File: config.mk
export PLATFORM = sky130hd
export DESIGN_NAME = aes_shift_rows_pipe
export DESIGN_NICKNAME = d
export VERILOG_FILES = /design/src/rtl/aes_shift_rows_pipe.sv
export SDC_FILE = /design/constraint.sdc
export NUM_CORES = 1
export LEC_CHECK = 0
export ABC_AREA = 0
export CORE_MARGIN = 4
export CORE_UTILIZATION = 55
export CTS_BUF_LIST = sky130_fd_sc_hd__clkbuf_2 sky130_fd_sc_hd__clkbuf_4 sky130_fd_sc_hd__clkbuf_8
export DETAILED_ROUTE_END_ITERATION = 7
export PLACE_DENSITY = 0.91
export SLEW_MARGIN = 40
export SYNTH_ARGS = -nofsm -noshare
export SYNTH_HDL_FRONTEND = slang
export SYNTH_SLANG_ARGS = --single-unit
File: constraint.sdc
create_clock -name clk -period 16.65 [get_ports clk]
set_input_delay 4.1625 -clock clk [delete_from_list [all_inputs] [get_ports clk]]
set_output_delay 4.1625 -clock clk [all_outputs]
set_load 0.01 [all_outputs]
File: src/rtl/aes_shift_rows_pipe.sv
// AES ShiftRows / InvShiftRows stage followed by a small circular result FIFO.
// The byte permutation is pure wiring selected per push by in_inv; each FIFO
// entry carries its own mode bit so forward and inverse results may interleave.
module aes_shift_rows_pipe #(
   parameter int NB    = 4,
   parameter int DEPTH = 2
) (
   input  logic                     clk,
   input  logic                     rst,
   input  logic                     flush,
   input  logic                     in_valid,
   output logic                     in_ready,
   input  logic                     in_inv,
   input  logic [32*NB-1:0]         in_data,
   output logic                     out_valid,
   input  logic                     out_ready,
   output logic [32*NB-1:0]         out_data,
   output logic                     out_inv,
   output logic [$clog2(DEPTH):0]   level
);

   localparam int W  = 32 * NB;
   localparam int PW = $clog2(DEPTH);
   localparam int LW = PW + 1;
   localparam logic [LW-1:0] DEPTH_L = LW'(DEPTH);

   // Reject unsupported geometries at elaboration rather than building a wrong permutation
   if (!(NB == 4 || NB == 6 || NB == 8)) begin : g_bad_nb
      $error("aes_shift_rows_pipe: NB must be 4, 6 or 8");
   end
   if (DEPTH < 2 || (DEPTH & (DEPTH - 1)) != 0) begin : g_bad_depth
      $error("aes_shift_rows_pipe: DEPTH must be a power of two and at least 2");
   end

   logic [W-1:0]  fwd_data;
   logic [W-1:0]  inv_data;
   logic [W-1:0]  shifted;
   logic [W:0]    mem [DEPTH];
   logic [PW-1:0] wr_ptr;
   logic [PW-1:0] rd_ptr;
   logic          push;
   logic          pop;

   // Byte k lives at bits [W-1-8k -: 8]; row r is rotated left by its offset
   // for the forward transform and right by the same offset for the inverse.
   for (genvar r = 0; r < 4; r++) begin : g_row
      localparam int OFF = (r == 0) ? 0 :
                           (r == 1) ? 1 :
                           (r == 2) ? ((NB == 8) ? 3 : 2) :
                                      ((NB == 8) ? 4 : 3);
      for (genvar c = 0; c < NB; c++) begin : g_col
         localparam int K  = r * NB + c;
         localparam int FS = r * NB + (c + OFF) % NB;
         localparam int IS = r * NB + (c - OFF + NB) % NB;
         assign fwd_data[W-1-8*K -: 8] = in_data[W-1-8*FS -: 8];
         assign inv_data[W-1-8*K -: 8] = in_data[W-1-8*IS -: 8];
      end
   end

   assign shifted = in_inv ? inv_data : fwd_data;

   // Handshake flags come only from the registered level, so out_ready never
   // reaches in_ready combinationally; flush suppresses both transfers.
   assign in_ready  = (level < DEPTH_L);
   assign out_valid = (level != '0);
   assign push      = in_valid && in_ready && !flush;
   assign pop       = out_valid && out_ready && !flush;

   // Storage is left uninitialised; the empty case is masked to zero below
   assign out_data = out_valid ? mem[rd_ptr][W-1:0] : '0;
   assign out_inv  = out_valid ? mem[rd_ptr][W]     : 1'b0;

   // Write the transformed state and its mode bit at the tail on every push
   always_ff @(posedge clk) begin
      if (push) begin
         mem[wr_ptr] <= {in_inv, shifted};
      end
   end

   // Pointer and occupancy bookkeeping; power-of-two depth lets pointers wrap naturally
   always_ff @(posedge clk or posedge rst) begin
      if (rst) begin
         wr_ptr <= '0;
         rd_ptr <= '0;
         level  <= '0;
      end else if (flush) begin
         wr_ptr <= '0;
         rd_ptr <= '0;
         level  <= '0;
      end else begin
         if (push) begin
            wr_ptr <= wr_ptr + PW'(1);
         end
         if (pop) begin
            rd_ptr <= rd_ptr + PW'(1);
         end
         case ({push, pop})
            2'b10:   level <= level + LW'(1);
            2'b01:   level <= level - LW'(1);
            default: level <= level;
         endcase
      end
   end

endmodule

After elaboration in Yosys (flattened, before gate mapping)
Memories as Yosys holds them, arrays and structs flattened.
Cells that the tools add are included.
Widths: inputs -> output; s select.
Storage, ports and cells
  logic and storage cells: 31
  memories kept: 1
  input port bits: 134
  register bits: 4
  RAM bits: 258
  output and inout port bits: 133
Operators by class
  eq/ne operators: 2
  reduce and logical (&&, ||, !) cells: 9
  order comparisons: 1
  mux-type cells: 11
  add/sub/neg operators: 4
Memories
  mem: words 2, width 129, rd ports 1, clocked after memory_dff 0, write ports 1, RTL line 38  | logic [W:0] mem [DEPTH];
Operators by type and width (number)
  $mux 128: 1
  $mux 96: 1
  $mux 1: 7
  $reduce_bool 2->1: 3
  $logic_and 1x1->1: 4
  $pmux 2 s2: 1
  $reduce_bool 3->1: 1
  $add 1x1->1 const B: 2
  $add 2x1->2 const B: 1
  $eq 2x1->1 const B: 1
  $eq 2x2->1 const B: 1
  $lt 2x2->1 const B: 1
  $mux 2: 1
  $sub 2x1->2 const B: 1
  $logic_not 1->1: 1

Longest topological paths before layout
  depth in word-level cells: 6
  mapped depth: 5
  depth with buffers taken out: 3

Least setup slack after synthesis
No wires, ideal clock.
  path type: input -> register
  start point: in in_valid
  end point: mem mem[1][0] (netlist name) (enable)
  library setup time: 0.804 ns
  data arrival time: 13.626 ns
  setup slack: 2.219 ns
  cell stages on the path: 2
  buffers on the path: 0
  required time: 15.846 ns
  cells stage by stage: nand2b_1 nor3b_1
On the way
  word-level cells in the longest chain between the ends: 4
Ends and longest elaborated chain
  start, declared: RTL line 11  | input logic in_valid,
  $logic_and 1x1->1 (2 in series): RTL line 66  | assign push = in_valid && in_ready && !flush;
  $mux 1: RTL line 75  | if (push) begin
  $mux 1 (implied by the code): RTL line 76  | mem[wr_ptr] <= {in_inv, shifted};
  end, declared: RTL line 38
No other way between the ends.

Final worst setup path
  start point: reg rd_ptr
  end point: out out_data[40]
On the way
  word-level cells in the longest chain between the ends: 2
Ends and longest elaborated chain
  start, declared: RTL line 40  | logic [PW-1:0] rd_ptr;
  start signal, assigned: RTL line 95  | rd_ptr <= rd_ptr + PW'(1);
  $mem_v2 2x129
  $mux 128: RTL line 70  | assign out_data = out_valid ? mem[rd_ptr][W-1:0] : '0;
  end, declared: RTL line 17  | output logic [32*NB-1:0] out_data,
No other way between the ends.

==> flow_summary.html <==
<table>
<tr><th>Metric</th><th>Value</th></tr>
<tr><th colspan="2">Outcome</th></tr>
<tr><td>Result of the run</td><td>finished clean</td></tr>
<tr><th colspan="2">Synthesis</th></tr>
<tr><td>Cell count after synthesis</td><td>639</td></tr>
<tr><td>Summed instance area of the synthesized netlist</td><td>about 11000 µm²</td></tr>
<tr><td>Flops &amp; latches, synth</td><td>~260</td></tr>
<tr><td>Count of synthesis-stage warnings from yosys</td><td>0</td></tr>
<tr><td>Yosys cell types</td><td>20</td></tr>
<tr><td>Mean instance size in the synthesized netlist</td><td>16.9 µm²</td></tr>
<tr><td>Net Count, Synth</td><td>about 770</td></tr>
<tr><td>Sequential fraction of the synthesis area</td><td>0.725</td></tr>
<tr><th colspan="2">Layout</th></tr>
<tr><td>Most common library cell in the layout ignoring fill and taps</td><td>sky130_fd_sc_hd__clkdlybuf4s50_1</td></tr>
<tr><td>Share of post-route cells with drive strength above 1</td><td>0.153</td></tr>
<tr><td>Final standard cell count with taps included and fillers excluded</td><td>1222</td></tr>
<tr><td>Total Nets Final</td><td>approximately 1100</td></tr>
<tr><td>Area added between synthesis and finish</td><td>32.8%</td></tr>
<tr><td>Top library cells by usage in the layout, fill and taps aside</td><td>sky130_fd_sc_hd__clkdlybuf4s50_1 (265), sky130_fd_sc_hd__edfxtp_1 (258), sky130_fd_sc_hd__nor2_1 (132), sky130_fd_sc_hd__mux2i_1 (129), sky130_fd_sc_hd__mux2_2 (65)</td></tr>
<tr><th colspan="2">Setup path</th></tr>
<tr><td>Crit start category</td><td>register</td></tr>
<tr><td>Capturing point of the worst reg2reg path</td><td>mem[1][13]$_DFFE_PP_</td></tr>
<tr><td>Endpoint class of the critical path</td><td>output port</td></tr>
<tr><td>Critical path data required time</td><td>12.49 ns</td></tr>
<tr><td>WP data arrival</td><td>between 3 and 4 ns</td></tr>
<tr><td>Path depth of the worst reg2reg path</td><td>4</td></tr>
<tr><td>R2r setup slk</td><td>between 10 and 15 ns</td></tr>
<tr><td>Critical path type</td><td>reg -&gt; out</td></tr>
<tr><td>Reg2Reg Launch Point</td><td>level[1]$_DFFE_PP0P_</td></tr>
<tr><td>Highest fanout seen on the critical path</td><td>between 40 and 50</td></tr>
<tr><th colspan="2">Global route</th></tr>
<tr><td>Number of global-route vias before repair</td><td>6859</td></tr>
<tr><td>GRT Residual Overflow</td><td>0</td></tr>
<tr><td>GRT Total Usage</td><td>0.212</td></tr>
<tr><td>Maximum number of pins on one net before global-route repair</td><td>94</td></tr>
<tr><td>Antenna violations before repair</td><td>3</td></tr>
<tr><td>Global-route wire length before repair</td><td>~36000 µm</td></tr>
<tr><th colspan="2">Placed design</th></tr>
<tr><td>HPWL after detailed placement</td><td>approximately 16000 µm</td></tr>
<tr><td>Cell count after placement</td><td>~1100</td></tr>
<tr><td>Number of buffer cells added on primary ports</td><td>between 200 and 300</td></tr>
<tr><td>GP Congestion</td><td>0.818</td></tr>
<tr><th colspan="2">STA</th></tr>
<tr><td>Count of final max-slew check failures</td><td>0</td></tr>
<tr><td>Worst-case clock skew</td><td>0.0176 ns</td></tr>
<tr><td>Final worst path period share</td><td>0.447</td></tr>
<tr><td>Slew @ Worst Pin</td><td>~0.82 ns</td></tr>
<tr><td>Maximum frequency from static timing analysis</td><td>between 100 and 150 MHz</td></tr>
<tr><td>Setup repair after global routing missed its margin</td><td>no</td></tr>
<tr><td>Fin. Hold Viols</td><td>0</td></tr>
<tr><td>Setup Viol. Count Final</td><td>0</td></tr>
<tr><td>Headroom to the max-slew limit</td><td>0.455</td></tr>
<tr><td>Final-layout setup total negative slack</td><td>0 ns</td></tr>
<tr><td>Minimum clock period after layout</td><td>approximately 7.4 ns</td></tr>
<tr><th colspan="2">Drt</th></tr>
<tr><td>Vias after detailed routing</td><td>~6300</td></tr>
<tr><td>Total wirelength of the detailed-routed design</td><td>around 24000 µm</td></tr>
<tr><td>DRC violation count after routing</td><td>0</td></tr>
<tr><td>DRT antenna net count</td><td>0</td></tr>
<tr><td>Routed WL per cell</td><td>around 20 µm</td></tr>
<tr><td>First-pass DRT Iterations</td><td>5</td></tr>
<tr><td>Iteration-0 DRC Markers</td><td>roughly 270</td></tr>
<tr><td>Detailed-route vias per instance</td><td>about 5.2</td></tr>
<tr><th colspan="2">Clocking</th></tr>
<tr><td>Total setup buffers inserted after CTS</td><td>0</td></tr>
<tr><td>CTS Root Cell</td><td>sky130_fd_sc_hd__clkbuf_8</td></tr>
<tr><td>Count of hold buffers inserted by post-cts repair</td><td>0</td></tr>
<tr><td>Clock insertion delay at the later pin of the skew report</td><td>approximately 0.52 ns</td></tr>
<tr><td>Clock tree from TritonCTS</td><td>yes</td></tr>
<tr><td>H-tree levels</td><td>2</td></tr>
<tr><td>CTS clk-pin slew, worst paths</td><td>0.06 ns</td></tr>
<tr><td>Post-cts gate resize count</td><td>0</td></tr>
<tr><td>TritonCTS sink count</td><td>between 200 and 300</td></tr>
<tr><td>Clock tree buffer depth</td><td>3</td></tr>
<tr><td>Number of buffers created by CTS</td><td>between 40 and 50</td></tr>
<tr><th colspan="2">Floorplan</th></tr>
<tr><td>Initial cell density of the core</td><td>0.558</td></tr>
<tr><td>Die Span Y</td><td>148 µm</td></tr>
<tr><td>Die footprint</td><td>approximately 22000 µm²</td></tr>
<tr><td>Die span in x</td><td>around 150 µm</td></tr>
<tr><td>I/O pin total</td><td>267</td></tr>
<tr><td>CORE AREA</td><td>19400 µm²</td></tr>
<tr><td>Total number of placement rows</td><td>51</td></tr>
<tr><th colspan="2">Flow run</th></tr>
<tr><td>Number of max-cap violations</td><td>0</td></tr>
<tr><th colspan="2">Worst hold path</th></tr>
<tr><td>WHS Path Cells</td><td>2</td></tr>
<tr><td>WHS Endpoint</td><td>wr_ptr$_DFFE_PP0P_</td></tr>
<tr><td>Hold path start</td><td>wr_ptr$_DFFE_PP0P_</td></tr>
<tr><td>Hold Path Class</td><td>reg -&gt; reg</td></tr>
<tr><th colspan="2">Power</th></tr>
<tr><td>Power Density</td><td>between 100 and 150 nW/µm²</td></tr>
<tr><td>Leakage</td><td>between 4 and 5 nW</td></tr>
<tr><td>Worst vdd rail ir drop</td><td>roughly 74 µV</td></tr>
</table>
cell type report:
| cell class | count | area, µm² |
|---|---|---|
| Clock inverter | 17 | 70.1 |
| Clock buffer | 59 | 724 |
| Antenna cell | 1 | 2.50 |
| Inverter | 3 | 11.3 |
| Tap cell | 265 | 332 |
| Multi-Input combinational cell | 338 | 2610 |
| Timing Repair Buffer | 277 | 2770 |
| Fill cell | 1225 | 5030 |
| Sequential cell | 262 | 7850 |
stage by stage:
stage                     total power, mW  hold WS [ns]  setup slack [ns]  instance area, µm²  utilization
after floorplan                     0.891         0.519              2.22               10800            -
after global placement              0.970         0.554              9.75               13500        0.698
after detailed placement            0.979         0.571              9.73               13500        0.698
after CTS                            1.49         0.588              9.15               14300        0.739
after global routing                 1.54         0.629              9.06               14400        0.741
final                                1.48         0.587              9.20               14400        0.741
per-layer routing:
layer  vias to the layer above  part of all wire  track usage
li1                       2962                 -            -
met1                      3055              0.37        0.245
met2                       254              0.53        0.375
met3                        65             0.065       0.0484
met4                         4             0.036        0.101
met5                         -            0.0011            0
cells by family (layout without fill, tap and decap cells):
| group | count (synthesis) | in the layout | synth area share |
|---|---|---|---|
| AO/OA/AOI/OAI | 4 | 4 | 0.00220 |
| AND/OR/NAND/NOR | 138 | 138 | 0.0490 |
| multiplexers | 194 | 194 | 0.187 |
| buffers and inverters | 39 | 356 | 0.0351 |
| flip-flops | 262 | 262 | 0.725 |
| other | 0 | 1 | 0 |
| XOR/XNOR | 2 | 2 | 0.00162 |
state kept, by name, indices dropped and copies added (netlist names):
name    flops
rd_ptr      1
wr_ptr      1
mem       258
level       2
worst max-delay path: stages, from the launching register on:
cell and delay, ns:
sky130_fd_sc_hd__dfrtp_4 0.89, sky130_fd_sc_hd__buf_4 0.74, sky130_fd_sc_hd__mux2i_1 0.45, sky130_fd_sc_hd__nor2_1 0.09, sky130_fd_sc_hd__clkdlybuf4s50_1 0.51
Yosys cell counts:
| library cell | count | area, µm² |
|---|---|---|
| sky130_fd_sc_hd__nor2b_1 | 2 | 12.5 |
| sky130_fd_sc_hd__mux2_2 | 65 | 732 |
| sky130_fd_sc_hd__dfrtp_1 | 4 | 100 |
| sky130_fd_sc_hd__edfxtp_1 | 258 | 7750 |
| sky130_fd_sc_hd__buf_2 | 11 | 55.1 |
| sky130_fd_sc_hd__a2bb2oi_1 | 1 | 8.76 |
| sky130_fd_sc_hd__buf_1 | 1 | 3.75 |
| sky130_fd_sc_hd__clkbuf_1 | 2 | 7.51 |
| sky130_fd_sc_hd__nor3_1 | 1 | 5.00 |
| sky130_fd_sc_hd__o21ai_0 | 2 | 10.0 |
| sky130_fd_sc_hd__nor2_1 | 133 | 499 |
| sky130_fd_sc_hd__inv_1 | 2 | 7.51 |
| sky130_fd_sc_hd__xor2_1 | 2 | 17.5 |
| sky130_fd_sc_hd__buf_4 | 11 | 82.6 |
| sky130_fd_sc_hd__mux2i_1 | 129 | 1290 |
| sky130_fd_sc_hd__a21oi_1 | 1 | 5.00 |
| sky130_fd_sc_hd__inv_2 | 1 | 3.75 |
| sky130_fd_sc_hd__buf_12 | 11 | 220 |
| sky130_fd_sc_hd__nor3b_1 | 1 | 7.51 |
| sky130_fd_sc_hd__nand2b_1 | 1 | 6.26 |
worst max path at each step:
stage | start | end | slack [ns] | cells past startpoint
after floorplan | in_valid | mem[1][0]$_DFFE_PP_ | 2.22 | 2
after global placement | rd_ptr$_DFFE_PP0P_ | out_data[40] | 9.75 | 4
after detailed placement | rd_ptr$_DFFE_PP0P_ | out_data[40] | 9.73 | 4
final | rd_ptr$_DFFE_PP0P_ | out_data[40] | 9.20 | 4
after global routing | rd_ptr$_DFFE_PP0P_ | out_data[40] | 9.06 | 4
after CTS | rd_ptr$_DFFE_PP0P_ | out_data[40] | 9.15 | 4
power breakdown:
group / internal, mW / total (mW) / leakage [nW] / switching [mW]
clock: 0.280 / 0.515 / 0.426 / 0.235
combinational: 0.104 / 0.194 / 1.92 / 0.0906
sequential: 0.759 / 0.770 / 2.42 / 0.0111
(Power assumes the default switching activity.)
